[config.mk]
export PLATFORM = sky130hd
export DESIGN_NAME = div_seq_flat
export DESIGN_NICKNAME = d
export VERILOG_FILES = /design/src/rtl/div_seq_pkg.sv /design/src/rtl/div_seq_if.sv /design/src/rtl/div_seq_iter.sv /design/src/rtl/div_seq.sv /design/src/flat_wrapper.sv
export SDC_FILE = /design/constraint.sdc
export NUM_CORES = 1
export LEC_CHECK = 0
export ABC_AREA = 1
export BUFFER_PORTS_ARGS = -buffer_cell sky130_fd_sc_hd__buf_2
export CORE_MARGIN = 3
export CORE_UTILIZATION = 45
export DETAILED_ROUTE_END_ITERATION = 8
export PLACE_DENSITY_LB_ADDON = 0.25
export SLEW_MARGIN = 20
export SYNTH_ARGS = -nofsm -noshare
export SYNTH_HDL_FRONTEND = slang
export SYNTH_SLANG_ARGS = --single-unit
[constraint.sdc]
create_clock -name clk -period 3.7 [get_ports clk]
set_clock_uncertainty 0.2 [all_clocks]
set_input_delay 0.555 -clock clk [delete_from_list [all_inputs] [get_ports clk]]
set_output_delay 0.555 -clock clk [all_outputs]
set_load 0.02 [all_outputs]
[src/rtl/div_seq_pkg.sv]
// Shared types and constants for the sequential integer divider.
package div_seq_pkg;

  localparam int unsigned DIV_XLEN = 32;
  localparam int unsigned CNT_W    = $clog2(DIV_XLEN);

  typedef enum logic [1:0] {
    DIV_FUNC_DIV  = 2'b00,
    DIV_FUNC_DIVU = 2'b01,
    DIV_FUNC_REM  = 2'b10,
    DIV_FUNC_REMU = 2'b11
  } div_func_e;

  typedef enum logic [2:0] {
    DS_IDLE = 3'd0,
    DS_PREP = 3'd1,
    DS_ITER = 3'd2,
    DS_FIX  = 3'd3,
    DS_DONE = 3'd4
  } div_state_e;

  // Latched request: bit1 of func selects remainder, bit0 selects unsigned.
  typedef struct packed {
    logic [1:0]          func;
    logic [DIV_XLEN-1:0] opa;
    logic [DIV_XLEN-1:0] opb;
  } div_req_t;

  function automatic logic [DIV_XLEN-1:0] mag(input logic [DIV_XLEN-1:0] x, input logic sgn);
    return (sgn && x[DIV_XLEN-1]) ? DIV_XLEN'(-x) : x;
  endfunction

endpackage

[src/rtl/div_seq_if.sv]
// EX <-> divider request/response bundle.
interface div_seq_if;
  import div_seq_pkg::*;

  logic                req_vld;
  logic [1:0]          req_func;
  logic [DIV_XLEN-1:0] req_opa;
  logic [DIV_XLEN-1:0] req_opb;
  logic                flush;
  logic                rsp_rdy;
  logic                busy;
  logic                rsp_vld;
  logic [DIV_XLEN-1:0] rsp_data;
  logic                stall;

  modport master (
    output req_vld, req_func, req_opa, req_opb, flush, rsp_rdy,
    input  busy, rsp_vld, rsp_data, stall
  );

  modport slave (
    input  req_vld, req_func, req_opa, req_opb, flush, rsp_rdy,
    output busy, rsp_vld, rsp_data, stall
  );

endinterface

[src/rtl/div_seq_iter.sv]
// One restoring-division step; isolated so a higher-radix step can replace it.
module div_seq_iter
  import div_seq_pkg::*;
#(
  parameter int unsigned XLEN = DIV_XLEN
) (
  input  logic [XLEN-1:0] rem,
  input  logic [XLEN-1:0] q,
  input  logic [XLEN-1:0] divisor,
  output logic [XLEN-1:0] rem_nxt,
  output logic [XLEN-1:0] q_nxt
);

  logic [XLEN:0] p;
  logic          ge;

  // Remainder stays below the divisor, so the difference always fits in XLEN bits.
  always_comb begin
    p       = {rem, q[XLEN-1]};
    ge      = (p >= {1'b0, divisor});
    rem_nxt = ge ? XLEN'(p - {1'b0, divisor}) : XLEN'(p);
    q_nxt   = {q[XLEN-2:0], ge};
  end

endmodule

[src/rtl/div_seq.sv]
// Multi-cycle DIV/DIVU/REM/REMU sequencer for EX; holds the result until EX advances.
module div_seq
  import div_seq_pkg::*;
#(
  parameter int unsigned XLEN = DIV_XLEN
) (
  input logic      clk,
  input logic      rst,
  div_seq_if.slave bus
);

  localparam logic [XLEN-1:0] INT_MIN = {1'b1, {(XLEN-1){1'b0}}};

  div_state_e        state, state_n;
  logic              busy_d, vld_d;
  logic              busy_q, vld_q;

  div_req_t          req_q;
  logic [XLEN-1:0]   rem_q, q_q, dvsr_q, result_q;
  logic [CNT_W-1:0]  cnt_q;
  logic              neg_q, neg_r, sup_fix;

  logic              accept, sgn, div0, ovf;
  logic [XLEN-1:0]   a_mag, b_mag;
  logic [XLEN-1:0]   rem_nxt, q_nxt;
  logic [XLEN-1:0]   q_fix, r_fix, res_fix;

  assign accept = (state == DS_IDLE) && bus.req_vld && !bus.flush;

  // Operand classification, evaluated on the latched request during PREP.
  always_comb begin
    sgn   = !req_q.func[0];
    a_mag = mag(req_q.opa, sgn);
    b_mag = mag(req_q.opb, sgn);
    div0  = (req_q.opb == '0);
    ovf   = sgn && (req_q.opa == INT_MIN) && (req_q.opb == '1);
  end

  always_comb begin
    q_fix   = (neg_q && !sup_fix) ? XLEN'(-q_q) : q_q;
    r_fix   = (neg_r && !sup_fix) ? XLEN'(-rem_q) : rem_q;
    res_fix = req_q.func[1] ? r_fix : q_fix;
  end

  div_seq_iter #(.XLEN(XLEN)) u_iter (
    .rem     (rem_q),
    .q       (q_q),
    .divisor (dvsr_q),
    .rem_nxt (rem_nxt),
    .q_nxt   (q_nxt)
  );

  // State register and registered status outputs.
  always_ff @(posedge clk) begin
    if (rst) begin
      state  <= DS_IDLE;
      busy_q <= 1'b0;
      vld_q  <= 1'b0;
    end else begin
      state  <= state_n;
      busy_q <= busy_d;
      vld_q  <= vld_d;
    end
  end

  // Next state; flush overrides every transition.
  always_comb begin
    state_n = state;
    if (bus.flush) begin
      state_n = DS_IDLE;
    end else begin
      case (state)
        DS_IDLE: if (bus.req_vld) state_n = DS_PREP;
        DS_PREP: state_n = (div0 || ovf) ? DS_FIX : DS_ITER;
        DS_ITER: if (cnt_q == '0) state_n = DS_FIX;
        DS_FIX:  state_n = DS_DONE;
        DS_DONE: if (bus.rsp_rdy) state_n = DS_IDLE;
        default: state_n = DS_IDLE;
      endcase
    end
  end

  // Status outputs are decoded from the upcoming state so they register alongside it.
  always_comb begin
    busy_d = 1'b0;
    vld_d  = 1'b0;
    case (state_n)
      DS_PREP, DS_ITER, DS_FIX: busy_d = 1'b1;
      DS_DONE:                  vld_d  = 1'b1;
      default:                  ;
    endcase
  end

  // Datapath: request latch, iteration registers, counter and sign flags.
  always_ff @(posedge clk) begin
    if (rst) begin
      req_q   <= '0;
      rem_q   <= '0;
      q_q     <= '0;
      dvsr_q  <= '0;
      cnt_q   <= '0;
      neg_q   <= 1'b0;
      neg_r   <= 1'b0;
      sup_fix <= 1'b0;
    end else begin
      case (state)
        DS_IDLE: begin
          if (accept) begin
            req_q <= '{func: bus.req_func, opa: bus.req_opa, opb: bus.req_opb};
          end
        end
        DS_PREP: begin
          neg_q   <= sgn && (req_q.opa[XLEN-1] ^ req_q.opb[XLEN-1]);
          neg_r   <= sgn && req_q.opa[XLEN-1];
          sup_fix <= div0 || ovf;
          dvsr_q  <= b_mag;
          if (div0) begin
            q_q   <= '1;
            rem_q <= req_q.opa;
          end else if (ovf) begin
            q_q   <= INT_MIN;
            rem_q <= '0;
          end else begin
            q_q   <= a_mag;
            rem_q <= '0;
            cnt_q <= CNT_W'(XLEN - 1);
          end
        end
        DS_ITER: begin
          rem_q <= rem_nxt;
          q_q   <= q_nxt;
          if (cnt_q != '0) cnt_q <= cnt_q - CNT_W'(1);
        end
        default: ;
      endcase
    end
  end

  // Result register: loaded in FIX, cleared whenever the sequencer heads back to IDLE.
  always_ff @(posedge clk) begin
    if (rst) begin
      result_q <= '0;
    end else if (state_n == DS_IDLE) begin
      result_q <= '0;
    end else if (state == DS_FIX) begin
      result_q <= res_fix;
    end
  end

  assign bus.busy     = busy_q;
  assign bus.rsp_vld  = vld_q;
  assign bus.rsp_data = result_q;
  assign bus.stall    = bus.req_vld && !vld_q && !rst;

endmodule

[src/flat_wrapper.sv]
// flat-port wrapper written by rule: the top's interface ports become plain ports
module div_seq_flat import div_seq_pkg::*;
#(
  parameter int unsigned XLEN = DIV_XLEN
)
  (clk, rst, bus_req_vld, bus_req_func, bus_req_opa, bus_req_opb, bus_flush, bus_rsp_rdy, bus_busy, bus_rsp_vld, bus_rsp_data, bus_stall);
  div_seq_if bus_i ();
  input logic clk;
  input logic rst;
  input wire logic [$bits(bus_i.req_vld)-1:0] bus_req_vld;
  input wire logic [$bits(bus_i.req_func)-1:0] bus_req_func;
  input wire logic [$bits(bus_i.req_opa)-1:0] bus_req_opa;
  input wire logic [$bits(bus_i.req_opb)-1:0] bus_req_opb;
  input wire logic [$bits(bus_i.flush)-1:0] bus_flush;
  input wire logic [$bits(bus_i.rsp_rdy)-1:0] bus_rsp_rdy;
  output wire logic [$bits(bus_i.busy)-1:0] bus_busy;
  output wire logic [$bits(bus_i.rsp_vld)-1:0] bus_rsp_vld;
  output wire logic [$bits(bus_i.rsp_data)-1:0] bus_rsp_data;
  output wire logic [$bits(bus_i.stall)-1:0] bus_stall;
  assign bus_i.req_vld = bus_req_vld;
  assign bus_i.req_func = bus_req_func;
  assign bus_i.req_opa = bus_req_opa;
  assign bus_i.req_opb = bus_req_opb;
  assign bus_i.flush = bus_flush;
  assign bus_i.rsp_rdy = bus_rsp_rdy;
  assign bus_busy = bus_i.busy;
  assign bus_rsp_vld = bus_i.rsp_vld;
  assign bus_rsp_data = bus_i.rsp_data;
  assign bus_stall = bus_i.stall;
  div_seq #(.XLEN(XLEN)) u_core (.clk(clk), .rst(rst), .bus(bus_i));
endmodule
==> impl_metrics.env <==
export IMPL_status="completed"
export IMPL_cts_buffers=26
export IMPL_synth_cells=2577
export IMPL_ctsResizeCount=0
export IMPL_drtPass1Iterations=6
export IMPL_cts_htree_levels=1
export IMPL_cp_start_kind="register"
export IMPL_synth_fp_nets=2688
export IMPL_clk_latency_ns=0.56
export IMPL_yosys_top_cells_area="dfxtp_1 (27%), nand2_1 (17%), inv_1 (8.4%)"
export IMPL_rows=66
export IMPL_synthToLayoutAreaGrowth_pct=11.6
export IMPL_nNetsFinal=2734
export IMPL_grt_util_all_layers_pct=32.7
export IMPL_cp_slowest_cell="fa_1"
export IMPL_fin_crit_sh_pct=81.6
export IMPL_worstPathMaxFanout=3
export IMPL_vias=17300
export IMPL_coreArea_mm2=0.0329
export IMPL_grt_max_degree=133
export IMPL_cts_root_buf="clkbuf_16"
export IMPL_max_freq_ghz=0.331
export IMPL_ys_types=49
export IMPL_slowest_delay_ns=0.42
export IMPL_cts_sinks=207
export IMPL_drt_iter0_markers=1969
export IMPL_postRouteAntennaNets=0
export IMPL_postCtsSetupRepairBufs=0
export IMPL_max_slew_margin_rel_pct=44.0
export IMPL_final_cell_mix="nand2_1 (676), inv_1 (340), nand3_1 (249)"
export IMPL_clockBufferDepth=3
export IMPL_slew_viol_final=0
export IMPL_cts_tree="yes"
export IMPL_hp_class="in2reg"
export IMPL_hpwl_um=47200
export IMPL_r2r_end="u_core.rem_q[28]$_SDFFE_PP0P_"
export IMPL_yosysTopAreaCellShare_pct=27.2
export IMPL_nFillCells=3450
export IMPL_setup_viol=0
export IMPL_io_pins=106
export IMPL_routed_wl_um=60400
export IMPL_vdd_drop_max_v=0.000417
export IMPL_min_path_cells=2
export IMPL_multi_input_area_mm2=0.00931
export IMPL_grt_pass1_vias=15900
export IMPL_gp_congestion=1.00
export IMPL_rsz0062_at_grt="false"
export IMPL_crit_top_cell="nand2_1"
export IMPL_timing_final_crit_period_ns=3.02
export IMPL_synth_top_area_cell="dfxtp_1"
export IMPL_clk_pin_slew_worst_paths_ns=0.06
export IMPL_total_power_uw=8220
export IMPL_rr_startpoint="u_core.q_q[31]$_SDFFE_PP0P_"
export IMPL_regArea_mm2=0.00414
export IMPL_fp_dieH_um=190
export IMPL_syn_avg_cell_area_um2=5.92
export IMPL_placed_cells=3037
export IMPL_crit_chain="inv_1 > ha_1 > fa_1 > inv_1 > nand3_1 > nand3_1 > nand2_1 > nand2_1 > nand2_1 > nand2_1 > nand2_1 > nand3_1 > nand3_1 > nand2_1 > a21oi_1"
export IMPL_crit_type="reg2reg"
export IMPL_placed_cell_area_mm2=0.0161
export IMPL_fin_util_pct=51.7
export IMPL_hold_buffers=0
export IMPL_wl_per_cell_um=19.6
export IMPL_min_to="u_core.state[1]$_SDFF_PP0_"
export IMPL_drive_above_1_share_pct=9.39
export IMPL_r2r_cells=15
export IMPL_hold_viol_final=0
export IMPL_layout_commonest_cell="nand2_1"
export IMPL_start_util_pct=46.3
export IMPL_power_leakage_uw=0.00825
export IMPL_synth_seq_cells=207
export IMPL_synth_seq_area_share_pct=27.2
export IMPL_fin_cells=3084
export IMPL_port_buffers=105
export IMPL_viasPerCell=5.59
export IMPL_syn_area_mm2=0.0153
export IMPL_required_ns=3.91
export IMPL_drc=0
export IMPL_cp_end_kind="register"
export IMPL_max_cap_viol_count=0
export IMPL_min_from="bus_flush"
export IMPL_r2r_setup_slack_ns=0.68
export IMPL_grt_pass1_wl_um=92300
export IMPL_power_density_mw_per_mm2=483
export IMPL_worstMarginPinSlew_ns=0.839
export IMPL_antenna_cells=0
export IMPL_tns_ns=0
export IMPL_dieArea_mm2=0.0362
export IMPL_die_w_um=190
export IMPL_globalRouteOverflowTotal=0
export IMPL_antenna_found_initial=1
export IMPL_postLayoutCellArea_mm2=0.0170
export IMPL_crit_arrival_ns=3.23
export IMPL_yosys_warnings=0
[metal layers]
| metal | up-vias | routed length (µm) | track usage (%) |
|---|---|---|---|
| met1 | 7925 | 26700 | 46.8 |
| li1 | 8385 | - | - |
| met3 | 106 | 5660 | 5.33 |
| met4 | 2 | 2010 | 9.31 |
| met2 | 834 | 26000 | 50.9 |
| met5 | - | 13 | 0 |
[cell type report]
class                      instances  share of cell area [%]
clock inverter                    16                    1.56
sequential                       207                    24.3
timing repair buffer             125                    4.04
clock buffer                      31                    4.11
inverter                         365                    8.07
multi-input combinational       1898                    54.6
tap                              442                    3.25
[synthesized netlist by cell type, drive strengths merged]
cell type / n
nand2: 683
inv: 364
a21oi: 256
nor2: 255
nand3: 254
o21ai: 220
dfxtp: 207
clkbuf: 68
xor2: 48
buf: 39
ha: 39
nor3: 32
nand4: 29
o211ai: 15
xnor2: 13
nand3b: 9
o21bai: 8
o221ai: 7
or2: 7
o31ai: 5
and2: 4
a31oi: 3
nor4: 3
a21o: 2
a221oi: 1
and3: 1
clkinv: 1
fa: 1
nor3b: 1
o21a: 1
o32ai: 1
[registers in the layout, indices dropped and copies added (netlist names)]
register             cells
u_core.bus.busy          1
u_core.bus.rsp_data     32
u_core.bus.rsp_vld       1
u_core.cnt_q             5
u_core.dvsr_q           32
u_core.neg_q             1
u_core.neg_r             1
u_core.q_q              32
u_core.rem_q            32
u_core.req_q            66
u_core.state             3
u_core.sup_fix           1
[how the worst max path moves through the flow]
stage,startpoint,endpoint,depth (start not counted),slack [ns]
finish,u_core.q_q[31]$_SDFFE_PP0P_,u_core.rem_q[28]$_SDFFE_PP0P_,15,0.68
global route,u_core.rem_q[4]$_SDFFE_PP0P_,u_core.rem_q[26]$_SDFFE_PP0P_,13,0.49
CTS,u_core.q_q[31]$_SDFFE_PP0P_,u_core.rem_q[28]$_SDFFE_PP0P_,15,0.73
detailed placement,u_core.q_q[31]$_SDFFE_PP0P_,u_core.rem_q[28]$_SDFFE_PP0P_,15,0.75
global placement,u_core.q_q[31]$_SDFFE_PP0P_,u_core.rem_q[28]$_SDFFE_PP0P_,15,0.75
floorplan,u_core.q_q[31]$_SDFFE_PP0P_,u_core.rem_q[28]$_SDFFE_PP0P_,15,1.53
[critical path: cells and delay by family, from the launching register on]
kind / cells / cell delay [ns]
fa+ha+maj: 2 / 0.67
buf+inv: 2 / 0.29
flops: 1 / 0.39
compound gates: 1 / 0.06
simple gates: 10 / 1.26
[power breakdown]
group	internal (µW)	switching, µW	total [µW]
Combinational	834	1980	2810
Sequential	2350	173	2530
Clock	1780	1110	2890
Total	4960	3260	8220
[kinds of logic after synthesis]
logic type / share of synthesized area (%)
flops: 27.2
simple gates: 35.6
fa+ha+maj: 3.33
compound gates: 18.3
xor+xnor: 3.50
buf+inv: 12.1
[metrics by stage]
stage / setup WS (ns) / hold slack, ns
after global placement: 0.747 / 0.251
after global routing: 0.493 / 0.0423
after detailed placement: 0.752 / 0.257
after floorplan: 1.53 / 0.230
after CTS: 0.728 / 0.00776
final: 0.682 / 0.0247
No activity file was read; power rests on OpenSTA's default activity.
